`config.mk`:
```
export PLATFORM = sky130hd
export DESIGN_NAME = remote_key_ctrl
export DESIGN_NICKNAME = d
export VERILOG_FILES = /design/src/rtl/remote_key_ctrl.sv
export SDC_FILE = /design/constraint.sdc
export NUM_CORES = 1
export LEC_CHECK = 0
export CAP_MARGIN = 20
export CORE_ASPECT_RATIO = 0.7
export CORE_UTILIZATION = 63
export CTS_CLUSTER_DIAMETER = 80
export DETAILED_ROUTE_END_ITERATION = 7
export GPL_ROUTABILITY_DRIVEN = 0
export GPL_TIMING_DRIVEN = 0
export PLACE_DENSITY = 0.84
export SETUP_SLACK_MARGIN = 0.4
export SYNTH_ARGS = -nofsm -noshare
export SYNTH_HDL_FRONTEND = slang
export SYNTH_SLANG_ARGS = --single-unit
export TNS_END_PERCENT = 30
```
`constraint.sdc`:
```
create_clock -name sys_clk -period 4.5 [get_ports sys_clk]
set_input_delay 0.9 -clock sys_clk [delete_from_list [all_inputs] [get_ports sys_clk]]
set_output_delay 0.9 -clock sys_clk [all_outputs]
set_load 0.01 [all_outputs]
```
`src/rtl/remote_key_ctrl.sv`:
```
// remote_key_ctrl: debounced key events (press/repeat/release) from remote_rcv
// strobes, queued in a small FIFO and delivered over a valid/ready handshake.
//
// Optional build macro: REMOTE_KEY_AUTOREPEAT_EN
//   defined   : REPEAT events start at the HOLD_CNT-th repeat code and are then
//               emitted once per RATE_DIV repeat codes.
//   undefined : every repeat code while a key is held emits a REPEAT event.
//
// Ports:
//   sys_clk, sys_rst_n      clock, async active-low reset
//   data_en, repeat_en      one-cycle strobes from remote_rcv
//   data[7:0]               key code, valid with data_en
//   evt_valid, evt_ready    event handshake (FIFO head)
//   evt_type[1:0]           0 PRESS, 1 REPEAT, 2 RELEASE
//   evt_code[7:0]           key code of the head event
//   key_held                a key is currently pressed
//   overflow                pulse: an event was dropped (FIFO full)

module remote_key_ctrl #(
   parameter int CLK_FREQ   = 50_000_000,
   parameter int RELEASE_MS = 150,
   parameter int HOLD_CNT   = 3,
   parameter int RATE_DIV   = 2,
   parameter int FIFO_DEPTH = 4
) (
   input  logic       sys_clk,
   input  logic       sys_rst_n,
   input  logic       data_en,
   input  logic       repeat_en,
   input  logic [7:0] data,
   output logic       evt_valid,
   input  logic       evt_ready,
   output logic [1:0] evt_type,
   output logic [7:0] evt_code,
   output logic       key_held,
   output logic       overflow
);

   localparam int RELEASE_CYC = CLK_FREQ / 1000 * RELEASE_MS;
   localparam int TW =
      (RELEASE_CYC > 2) ? $clog2(RELEASE_CYC) : 1;
   localparam int RW =
      (HOLD_CNT > 0) ? $clog2(HOLD_CNT + 1) : 1;
   localparam int AW = $clog2(FIFO_DEPTH);
   localparam int CW = AW + 1;

   localparam logic [TW-1:0] TMR_LAST = TW'(RELEASE_CYC - 1);
   localparam logic [RW-1:0] REP_SAT  = RW'(HOLD_CNT);
   localparam logic [CW-1:0] FULL_CNT = CW'(FIFO_DEPTH);

   localparam logic [1:0] IDLE = 2'd0;
   localparam logic [1:0] HELD = 2'd1;
   localparam logic [1:0] PEND = 2'd2;

   localparam logic [1:0] EVT_PRESS   = 2'd0;
   localparam logic [1:0] EVT_REPEAT  = 2'd1;
   localparam logic [1:0] EVT_RELEASE = 2'd2;

   // Parameter sanity, caught at elaboration.
   generate
      if (RATE_DIV < 1) begin : g_bad_rate
         $error("RATE_DIV must be >= 1");
      end
      if (FIFO_DEPTH < 2 ||
          (FIFO_DEPTH & (FIFO_DEPTH - 1)) != 0) begin : g_bad_depth
         $error("FIFO_DEPTH must be a power of two >= 2");
      end
   endgenerate

   // ---------------------------------------------------------------
   // Key FSM
   // ---------------------------------------------------------------
   logic [1:0]    state, state_n;
   logic [7:0]    code_r, code_n;
   logic [7:0]    new_r, new_n;
   logic [TW-1:0] tmr, tmr_n;
   logic [RW-1:0] rep_cnt, rep_n;

   logic          req;
   logic [1:0]    req_type;
   logic [7:0]    req_code;

`ifdef REMOTE_KEY_AUTOREPEAT_EN
   localparam int DW =
      (RATE_DIV > 1) ? $clog2(RATE_DIV) : 1;
   localparam logic [DW-1:0] DIV_LAST = DW'(RATE_DIV - 1);

   logic [DW-1:0] div_cnt, div_n;
   logic          at_hold;

   // k = rep_cnt + 1 is the index of the repeat code being handled.
   assign at_hold = (int'(rep_cnt) + 1) >= HOLD_CNT;
`endif

   always_comb begin
      state_n  = state;
      code_n   = code_r;
      new_n    = new_r;
      tmr_n    = tmr;
      rep_n    = rep_cnt;
`ifdef REMOTE_KEY_AUTOREPEAT_EN
      div_n    = div_cnt;
`endif
      req      = 1'b0;
      req_type = EVT_PRESS;
      req_code = code_r;

      unique case (1'b1)
         (state == IDLE): begin
            if (data_en) begin
               req      = 1'b1;
               req_type = EVT_PRESS;
               req_code = data;
               code_n   = data;
               tmr_n    = '0;
               rep_n    = '0;
`ifdef REMOTE_KEY_AUTOREPEAT_EN
               div_n    = '0;
`endif
               state_n  = HELD;
            end
         end
         (state == HELD): begin
            tmr_n = tmr + 1'b1;
            if (data_en) begin
               // Any new frame ends the current key first.
               req      = 1'b1;
               req_type = EVT_RELEASE;
               new_n    = data;
               state_n  = PEND;
            end else if (repeat_en) begin
               tmr_n    = '0;
               req_type = EVT_REPEAT;
               if (rep_cnt != REP_SAT) begin
                  rep_n = rep_cnt + 1'b1;
               end
`ifdef REMOTE_KEY_AUTOREPEAT_EN
               if (at_hold) begin
                  req   = (div_cnt == '0);
                  div_n = (div_cnt == DIV_LAST) ?
                          '0 : div_cnt + 1'b1;
               end
`else
               req      = 1'b1;
`endif
            end else if (tmr == TMR_LAST) begin
               req      = 1'b1;
               req_type = EVT_RELEASE;
               state_n  = IDLE;
            end
         end
         (state == PEND): begin
            req      = 1'b1;
            req_type = EVT_PRESS;
            req_code = new_r;
            code_n   = new_r;
            tmr_n    = '0;
            rep_n    = '0;
`ifdef REMOTE_KEY_AUTOREPEAT_EN
            div_n    = '0;
`endif
            state_n  = HELD;
         end
         default: begin
            state_n = IDLE;
         end
      endcase
   end

   always_ff @(posedge sys_clk or negedge sys_rst_n) begin
      if (!sys_rst_n) begin
         state   <= IDLE;
         code_r  <= '0;
         new_r   <= '0;
         tmr     <= '0;
         rep_cnt <= '0;
      end else begin
         state   <= state_n;
         code_r  <= code_n;
         new_r   <= new_n;
         tmr     <= tmr_n;
         rep_cnt <= rep_n;
      end
   end

`ifdef REMOTE_KEY_AUTOREPEAT_EN
   always_ff @(posedge sys_clk or negedge sys_rst_n) begin
      if (!sys_rst_n) begin
         div_cnt <= '0;
      end else begin
         div_cnt <= div_n;
      end
   end
`endif

   assign key_held = (state != IDLE);

   // ---------------------------------------------------------------
   // Registered push request
   // ---------------------------------------------------------------
   logic       push_r;
   logic [1:0] push_type;
   logic [7:0] push_code;

   always_ff @(posedge sys_clk or negedge sys_rst_n) begin
      if (!sys_rst_n) begin
         push_r    <= 1'b0;
         push_type <= '0;
         push_code <= '0;
      end else begin
         push_r    <= req;
         push_type <= req_type;
         push_code <= req_code;
      end
   end

   // ---------------------------------------------------------------
   // Event FIFO
   // ---------------------------------------------------------------
   logic [9:0]    mem [FIFO_DEPTH];
   logic [AW-1:0] wptr;
   logic [AW-1:0] rptr;
   logic [CW-1:0] cnt;
   logic          full;
   logic          pop;
   logic          wr;
   logic [9:0]    head;

   assign full = (cnt == FULL_CNT);
   assign pop  = evt_valid & evt_ready;
   // A pop in the same cycle frees the slot a full FIFO needs.
   assign wr   = push_r & (~full | pop);

   always_ff @(posedge sys_clk) begin
      if (wr) begin
         mem[wptr] <= {push_type, push_code};
      end
   end

   always_ff @(posedge sys_clk or negedge sys_rst_n) begin
      if (!sys_rst_n) begin
         wptr     <= '0;
         rptr     <= '0;
         cnt      <= '0;
         overflow <= 1'b0;
      end else begin
         if (wr) begin
            wptr <= wptr + 1'b1;
         end
         if (pop) begin
            rptr <= rptr + 1'b1;
         end
         cnt      <= cnt + CW'(wr) - CW'(pop);
         overflow <= push_r & full & ~pop;
      end
   end

   // Head is masked so the outputs read zero whenever the FIFO is
   // empty, including straight out of (asynchronous) reset.
   assign head      = mem[rptr];
   assign evt_valid = (cnt != '0);
   assign evt_type  = evt_valid ? head[9:8] : 2'd0;
   assign evt_code  = evt_valid ? head[7:0] : 8'd0;

endmodule

```
==> results.txt, run 1 <==
By area, the combinational part of the netlist is dominated by simple AND/OR/NAND/NOR gates. The capture point of the critical path is evt_code[4]. The number of gates resized after CTS came out at 0.

The clock sink count is 92. The count of yosys warnings during synthesis came out at 0. The ratio of total power to cell area is just over 600 nW/µm². The total die area came out at 6940 µm². On the critical path the largest part of the delay comes from buffers and inverters. The count of buffers inserted at the top-level ports is 25.

The number of nets in the layout came out at 405. The number of global-route vias before repair was 2874. The synthesized netlist occupies a cell area of 4160 µm². The count of flip-flops with a built-in enable after synthesis came out at 40. The signal on the critical path passes through buf_2 > mux4_2 > and2_1 > clkdlybuf4s50_1.

The region available for standard cell placement spans 6310 µm². In the final routed layout, each cell accounts on average for 18.0 µm. STA classifies the critical path startpoint as a flop. The number of inserted diodes came out at 0. The path class of the tightest hold or removal check is input port to async pin.

The worst reg2reg path depth came out at 5. The maximum fanout count along the critical path came out at 10. The max-slew headroom at the worst pin is 46.5%. The area after detailed placement came out at 4520 µm².

The number of buffers between clock root and the deepest sink is 2. The maximum number of pins on one net before global-route repair is 34. The critical path launch point is rptr[0]. The data required time of the worst path came out at 3.60 ns. The actual slew at the worst max-slew pin came out at 0.795 ns.

Among all flip-flop cells after synthesis, the most frequent one is sky130_fd_sc_hd__dfrtp_1. The fraction of the cycle the final worst path needs is ~73%. The H-tree level count came out at 3. From synthesis to final layout, the design area changed by 13.6%. The final critical-path required period is 3.29 ns. The setup path with the least slack is of type flop to output port. The detailed-routing wirelength on met1 came out at 3680 µm. TritonCTS built the clock tree. The hold-fix buffer count after cts came out at 0. The number of setup buffers added after CTS came out at 0. The total setup violations reported at the end of the flow is 0.

The total wire length after detailed routing came out at 8410 µm. The met2 wire length came out at approximately 3800 µm. The gate count after technology mapping came out at roughly 350. The wire length of the first global-routing pass is 14100 µm.

The worst stage delay on the critical path came out at between 0.5 and 0.6 ns. The synthesized-area fraction occupied by and/or/nand/nor cells is ~17%. In this run the count of I/O pins placed on the die edge is 26. The proportion of register bits with asynchronous set or reset after synthesis came out at between 50% and 60%. The root buffer cell chosen for the clock tree is sky130_fd_sc_hd__clkbuf_8. The slowest stage of the critical path belongs to the cell sky130_fd_sc_hd__mux4_2. The fraction of synthesized area in multiplexers came out at 5.41%. Summing the areas of all compound-gate instances in the mapped netlist gives 10.7% of the synthesized area. The final max-slew violation count came out at 0. The clock latency at the later pin of the worst-skew pair came out at 0.37 ns.

Summing all non-filler instances in the final layout gives an area of 4720 µm². Across the VDD grid, the largest voltage drop is 0.000293 V. After Yosys synthesis, XOR and XNOR cells account for 1.89% of the synthesized area.

The die height is 70.0 µm. The final antenna-violating net count is 0. The vias per cell came out at 6.33. The top achievable clock speed is 304 MHz. The total routing usage reported by global routing is 27.0%. The number of endpoints with negative hold slack in the final report came out at 0. The detailed placer's ending HPWL is 5870 µm. The highest layer touched by signal routing is met4. The flow ran to the end, and the final reports show no timing, DRC or antenna violations. Across the run, the number of max-cap violations was 0.

The clock transition time at the flip-flop clock pins of the worst setup and hold paths is 0.08 ns. The signal arrival time at the worst endpoint is 2.39 ns. The total congestion overflow after global routing is 0. The number of register bits inferred by synthesis came out at a little over 90. The first routing iteration left 289 violations. The count of buffering cells on the critical path with inverters included is 2. The total number of placement rows is 24.

The via count of the routed design is 2955. The number of gates on the worst path with buffers counted is 4. In this run the static leakage power is between 1.5 and 2 nW. Setup repair after global routing left no endpoint under its margin. The number of CTS-inserted buffers is 9. The distinct cell type count of the synthesized netlist came out at 47. The chip width came out at 99.1 µm. The initial antenna violation count came out at 0. The share of layout cells above drive strength 1 came out at 10.0%. The number of search-and-repair iterations in the first detailed-routing pass is 6. Between clock sinks in the finished design, the worst skew comes to 0.0125 ns. Wire segments on met3 add up to between 700 and 800 µm in the final route.

Dividing the synthesized area by the synthesized cell count gives 12.0 µm². Sequential cells were found to cover roughly 60% of the synthesized design area. Cells fill 74.9% of the core in the end. In this run the register-to-register setup slack is 2.14 ns. The worst register-to-register path begins at tmr[0]. STA classifies the critical path endpoint as an output port. The endpoint of the lowest-slack register-to-register path is tmr[18]. The starting density of the core is ~66%. For this run, design rule violations remaining after detail routing come to 0. Adding up every negative setup slack in the final design gives 0 ns.

The total nets after synthesis came out at 368. Of the total synthesized cell area, the portion taken by full adders, half adders and majority gates is under 10%.
[sequential cells by signal, indices dropped and copies added (netlist names)]
register	flops
cnt	3
mem	40
new_r	8
overflow	1
push_code	8
push_r	1
push_type	2
rptr	2
state	2
tmr	23
wptr	2
[through the flow]
step | worst slack (ns) | power, mW | hold WS, ns | std cells
5_1_grt | 1.09 | 3.10 | 0.521 | 467
3_5_place_dp | 1.24 | 2.39 | 0.464 | 451
3_3_place_gp | 0.967 | 2.32 | 0.462 | 450
4_1_cts | 1.17 | 2.94 | 0.486 | 467
2_1_floorplan | 1.95 | 1.97 | 0.445 | 347
6_report | 1.21 | 2.92 | 0.483 | 467
[routing by layer]
metal	global-route usage [%]	vias up
met4	9.80	0
met5	0	-
met3	7.51	19
met2	39.5	144
met1	39.3	1430
li1	-	1362
[worst min path at each step]
stage / startpoint / end
detailed placement: new_r[6] / new_r[6]
CTS: sys_rst_n / tmr[12]
global route: sys_rst_n / rptr[0]
floorplan: push_r / overflow
finish: sys_rst_n / rptr[0]
global placement: new_r[3] / new_r[3]
[worst reg2reg max path, delay by kind of cell, from the launching register on]
kind                     cells  cell delay (ns)
adder cells (fa/ha/maj)      1             0.27
AND/OR/NAND/NOR              2             1.16
AO/OA/AOI/OAI                2             0.36
flip-flops                   1             0.44
[cell usage in the layout, fill, tap and decap left out, drive strengths merged, types with 2 or more instances in the layout]
| cell | count |
|---|---|
| clkbuf | 23 |
| mux4 | 10 |
| a21oi | 7 |
| inv | 10 |
| nand2b | 2 |
| nor2b | 4 |
| edfxtp | 40 |
| nand2 | 41 |
| a22oi | 16 |
| nor4 | 5 |
| nand4 | 9 |
| clkinvlp | 2 |
| clkdlybuf4s50 | 24 |
| or4 | 3 |
| clkinv | 5 |
| a22o | 2 |
| nand3 | 10 |
| ha | 7 |
| or2 | 4 |
| and2 | 18 |
| nand3b | 2 |
| o21ai | 28 |
| buf | 6 |
| o211ai | 3 |
| or3 | 5 |
| a31oi | 5 |
| and4 | 2 |
| nor3 | 10 |
| and3 | 3 |
| xnor2 | 6 |
| dfrtp | 52 |
| xor2 | 3 |
| nor2 | 8 |
[power breakdown]
part	switching, mW	internal (mW)	total, mW
Combinational	0.544	0.486	1.03
Clock	0.280	0.270	0.551
Sequential	0.163	1.18	1.34
Total	0.987	1.94	2.92
[cell usage after synthesis (all sizes together) (6+ instances only)]
cell type / count / area [µm²]
clkbuf: 13 / 48.8
edfxtp: 40 / 1200
xnor2: 6 / 52.6
a21oi: 7 / 35.0
dfrtp: 52 / 1300
inv: 10 / 37.5
a22oi: 16 / 120
mux4: 10 / 225
nor3: 10 / 50.1
nor2: 8 / 30.0
nand2: 41 / 154
o21ai: 28 / 140
and2: 18 / 113
ha: 7 / 87.6
nand4: 9 / 62.6
nand3: 10 / 50.1
[layout make-up]
| type | count | area (µm²) |
|---|---|---|
| Timing Repair Buffer | 26 | 265 |
| Buffer | 17 | 67.6 |
| Clock inverter | 6 | 63.8 |
| Sequential cell | 92 | 2500 |
| Clock buffer | 10 | 138 |
| Fill cell | 425 | 1580 |
| Tap cell | 78 | 97.6 |
| Inverter | 12 | 45.0 |
| Multi-Input combinational cell | 226 | 1550 |
[cells by family after synthesis]
logic type | count (synthesis)
buffers and inverters | 29
AND/OR/NAND/NOR | 129
adder cells (fa/ha/maj) | 8
XOR/XNOR | 9
flip-flops | 92
AO/OA/AOI/OAI | 70
multiplexers | 10
(Power assumes the default switching activity.)
==> run 2, diff against run 1 <==
Settings changed: CORE_UTILIZATION 63 to 53, PLACE_DENSITY 0.84 to 0.75.
Clock period 4.5 ns to 3 ns, I/O delays scaled along.
==> run 2 against run 1 <==
Against the previous run:
- non-clock buffer count rose by 1
- combinational power up 51%
- critical endpoint unchanged
- clock power increased by 92%
- clock skew down 0.0031 ns
- register-to-register slack lost 1.5 ns
- sequential power up 51%
- global-route usage fell by 3.5 points
- total power is 59% higher
- routed wire length grew 2.5%
- setup slack worse by 0.87 ns
==> results.txt, run 2 (synthesized netlist as in run 1, its figures left out) <==
The clock latency at the later pin of the worst-skew pair is 0.36 ns (was 0.37 ns). The type of destination of the critical path is an output port (unchanged). The met1 capacity usage during global routing is 35.7% (was 39.3%). The total routing usage reported by global routing came to 23.5% (was 27.0%). The final critical-path required period is 2.66 ns.

The total congestion overflow after global routing is 0 (unchanged). The sequential fraction of design power is 43.6% (was 45.9%). The total die area is 8210 µm² (was 6940 µm²). The class of the most critical setup path is flop to output port (unchanged). Status: finished, final reports clean (unchanged). The met2 usage in global routing is 33.6% (was 39.5%). The family of cells with the greatest summed delay on the critical path is buffers and inverters (unchanged).

The number of flip-flops under the largest register name was 40 (unchanged). The cell type of the slowest stage on the worst timing path is sky130_fd_sc_hd__mux4_2 (unchanged). The maximum fanout count along the critical path is 10 (unchanged).

The total wire length after detailed routing is 8620 µm (was 8410 µm). The signal arrival time at the worst endpoint came out at 2.06 ns (was 2.39 ns). The internal power consumption came out at 3.15 mW (was 1.94 mW). The max-slew headroom at the worst pin came out at 45.6% (was 46.5%). The number of inserted diodes is 0 (unchanged). The final instance count without filler cells is 488 (was 467).

The number of search-and-repair iterations in the first detailed-routing pass came out at 5 (was 6). The H-tree level count came out at 3 (unchanged). Cell-by-cell listing of the critical path: buf_12 > mux4_2 > and2_1 > clkdlybuf4s50_1 (was buf_2 > mux4_2 > and2_1 > clkdlybuf4s50_1). The switching power total is 1.49 mW (was 987 µW). The peak supply drop came out at 0.000556 V (was 0.000293 V).

The wire length of the first global-routing pass came out at 14400 µm (was 14100 µm). For this run, the top clock speed supported by timing is 376 MHz. The number of nets in the layout is 406 (was 405). The count of maximum capacitance violations is 0 (unchanged).

The number of buffers between clock root and the deepest sink came out at 2 (unchanged). The number of endpoints with negative hold slack in the final report came out at 0 (unchanged). The count of buffering cells on the critical path with inverters included was 2 (unchanged). The number of CTS-inserted buffers is 9 (unchanged). The fraction of power consumed by the clock network came out at 22.7% (was 18.8%). The clock transition time at the flip-flop clock pins of the worst setup and hold paths is 0.08 ns (about the same).

The core area was 7450 µm² (was 6310 µm²). The share of layout cells above drive strength 1 came out at 10.8% (was 10.0%). The relative area change from synthesis to final layout is 16.4% (was 13.6%). The pre-CTS worst setup slack is 0.109 ns (was 1.24 ns). The detailed placer's ending HPWL is 6000 µm (was 5870 µm).

The total DRC errors in the routed layout is 0 (unchanged). The clock sink count came out at 92 (unchanged). Setup repair after global routing missed its margin: yes (was no). The final max-slew violation count came to 0 (unchanged). The worst stage delay on the critical path is 0.48 ns (was 0.58 ns). The detailed-route wire length per cell is 17.7 µm (was 18.0 µm).

The most used routing layer in global routing is met1 (was met2). The I/O pin total came out at 26 (unchanged). The final antenna-violating net count is 0 (unchanged).

The post-route standard cell area excluding fillers came to 4840 µm² (was 4720 µm²). The via count of the routed design is 2950 (was 2955). The number of cells in the design after placement was 471 (was 451).

The actual slew at the worst max-slew pin is 0.809 ns (was 0.795 ns). The data required time of the worst path is 2.40 ns (was 3.60 ns). The tightest hold margin is 0.183 ns (was 0.483 ns).

The maximum number of pins on one net before global-route repair is 34 (unchanged). The ratio of total power to cell area came out at 959 nW/µm² (was 619 nW/µm²). The final total negative setup slack came to 0 ns (unchanged). The reported leakage power was 1.87 nW (was 1.80 nW).

Commonest cells after routing, fill and taps aside: sky130_fd_sc_hd__dfrtp_1, sky130_fd_sc_hd__nand2_1, sky130_fd_sc_hd__edfxtp_1 (unchanged). The area after detailed placement came out at 4550 µm² (was 4520 µm²). The switching fraction of total power came out at 32.2% (was 33.8%).

The met3 usage is 4.70% (was 7.51%). Top flop regs: mem (40), tmr (23) (unchanged). The chip width came out at 108 µm (was 99.1 µm). The final-layout fill cell count came out at 562 (was 425). The clock skew is 0.00942 ns (was 0.0125 ns). The initial antenna violation count came to 0 (unchanged).

The nature of the critical path startpoint is a flop (unchanged). The core utilization of the finished layout came out at 65.0% (was 74.9%). The classification of the worst-slack hold path was input port to async pin (unchanged). The die height came out at 76.1 µm (was 70.0 µm). The vias per cell came out at 6.05 (was 6.33).

The total number of placement rows is 26 (was 24). The number of global-route vias before repair is 2852 (was 2874). The combinational share of power is 33.7% (was 35.2%).

The total setup violations reported at the end of the flow is 0 (unchanged). Of the available clock period, the critical path in the final layout requires 88.6%. The total chip power came to 4.64 mW (was 2.92 mW). The register with the most flip-flops is mem (unchanged). The number of DRC markers in iteration 0 is 316 (was 289).

The smallest setup slack after layout came out at 0.343 ns (was 1.21 ns). The cell chosen for the clock root was sky130_fd_sc_hd__clkbuf_8 (unchanged). The most frequent standard cell in the layout excluding fill and tap cells is sky130_fd_sc_hd__dfrtp_1 (unchanged).

The TritonCTS clock tree is done (unchanged). The count of buffers inserted at the top-level ports came out at 25 (unchanged). The starting density of the core came to 55.8% (was 66.0%).
run 2: changes by cell type in the layout (fill, tap and decap cells not counted), moves of 2 or more:
cell	change
sky130_fd_sc_hd__bufinv_16	+3
sky130_fd_sc_hd__clkbuf_1	-2
sky130_fd_sc_hd__clkbuf_2	+2
sky130_fd_sc_hd__clkdlybuf4s50_1	-5
sky130_fd_sc_hd__clkinv_2	-2
sky130_fd_sc_hd__dlygate4sd2_1	+2
sky130_fd_sc_hd__dlymetal6s2s_1	+3
run 2: power groups by stage:
| stage | registers, mW | logic, mW | clock network (mW) |
|---|---|---|---|
| floorplan | 1.94 | 1.01 | 0 |
| finish | 2.02 | 1.56 | 1.06 |
| global route | 2.06 | 1.73 | 1.13 |
| global placement | 2.01 | 1.50 | 0 |
| CTS | 2.02 | 1.59 | 1.08 |
| detailed placement | 2.05 | 1.56 | 0 |
run 2: cell type report:
class                      instances  area, µm²  area share [%]
buffer                            17       85.1            1.76
tap                               98        123            2.53
timing repair buffer              27        278            5.74
sequential                        92       2500            51.7
clock buffer                       9        124            2.56
multi-input combinational        226       1550            31.9
clock inverter                     7        139            2.87
inverter                          12       45.0           0.930
run 2: worst reg2reg max path, cell delays in order (launching register included):
cell,delay (ns)
sky130_fd_sc_hd__dfrtp_1,0.43
sky130_fd_sc_hd__ha_1,0.27
sky130_fd_sc_hd__nand4_1,0.34
sky130_fd_sc_hd__nor4_1,0.82
sky130_fd_sc_hd__a311o_1,0.27
sky130_fd_sc_hd__o211ai_1,0.09
run 2: metal layers:
layer | share of wire (%) | up-vias | wire length (µm)
li1 | - | 1363 | -
met4 | 1.2 | 0 | 102
met5 | 0 | - | 0
met3 | 5.8 | 10 | 502
met2 | 46 | 127 | 3960
met1 | 47 | 1450 | 4060
run 2: timing repair:
item                       in CTS  in global routing
setup buffers                   1                  0
gates resized for setup         9                  3
setup endpoints to repair       9                 12
hold buffers                    0                  0
run 2: worst paths after layout:
path	from	to	slack, ns	cells after the start
setup / recovery	rptr[0]	evt_code[4]	0.34	4
hold / removal	sys_rst_n	cnt[1]	0.18	1
setup reg to reg	tmr[0]	tmr[18]	0.66	5
hold reg to reg	push_r	overflow	0.48	1
max in group asynchronous	sys_rst_n	push_code[1]	2.28	2
min in group sys_clk	push_r	overflow	0.48	1
==> run 3, diff against run 2 <==
Settings changed: CTS_CLUSTER_DIAMETER 80 to 100.
==> results of run 3 <==
Final layout, timing and power as in run 2 (identical DEF).
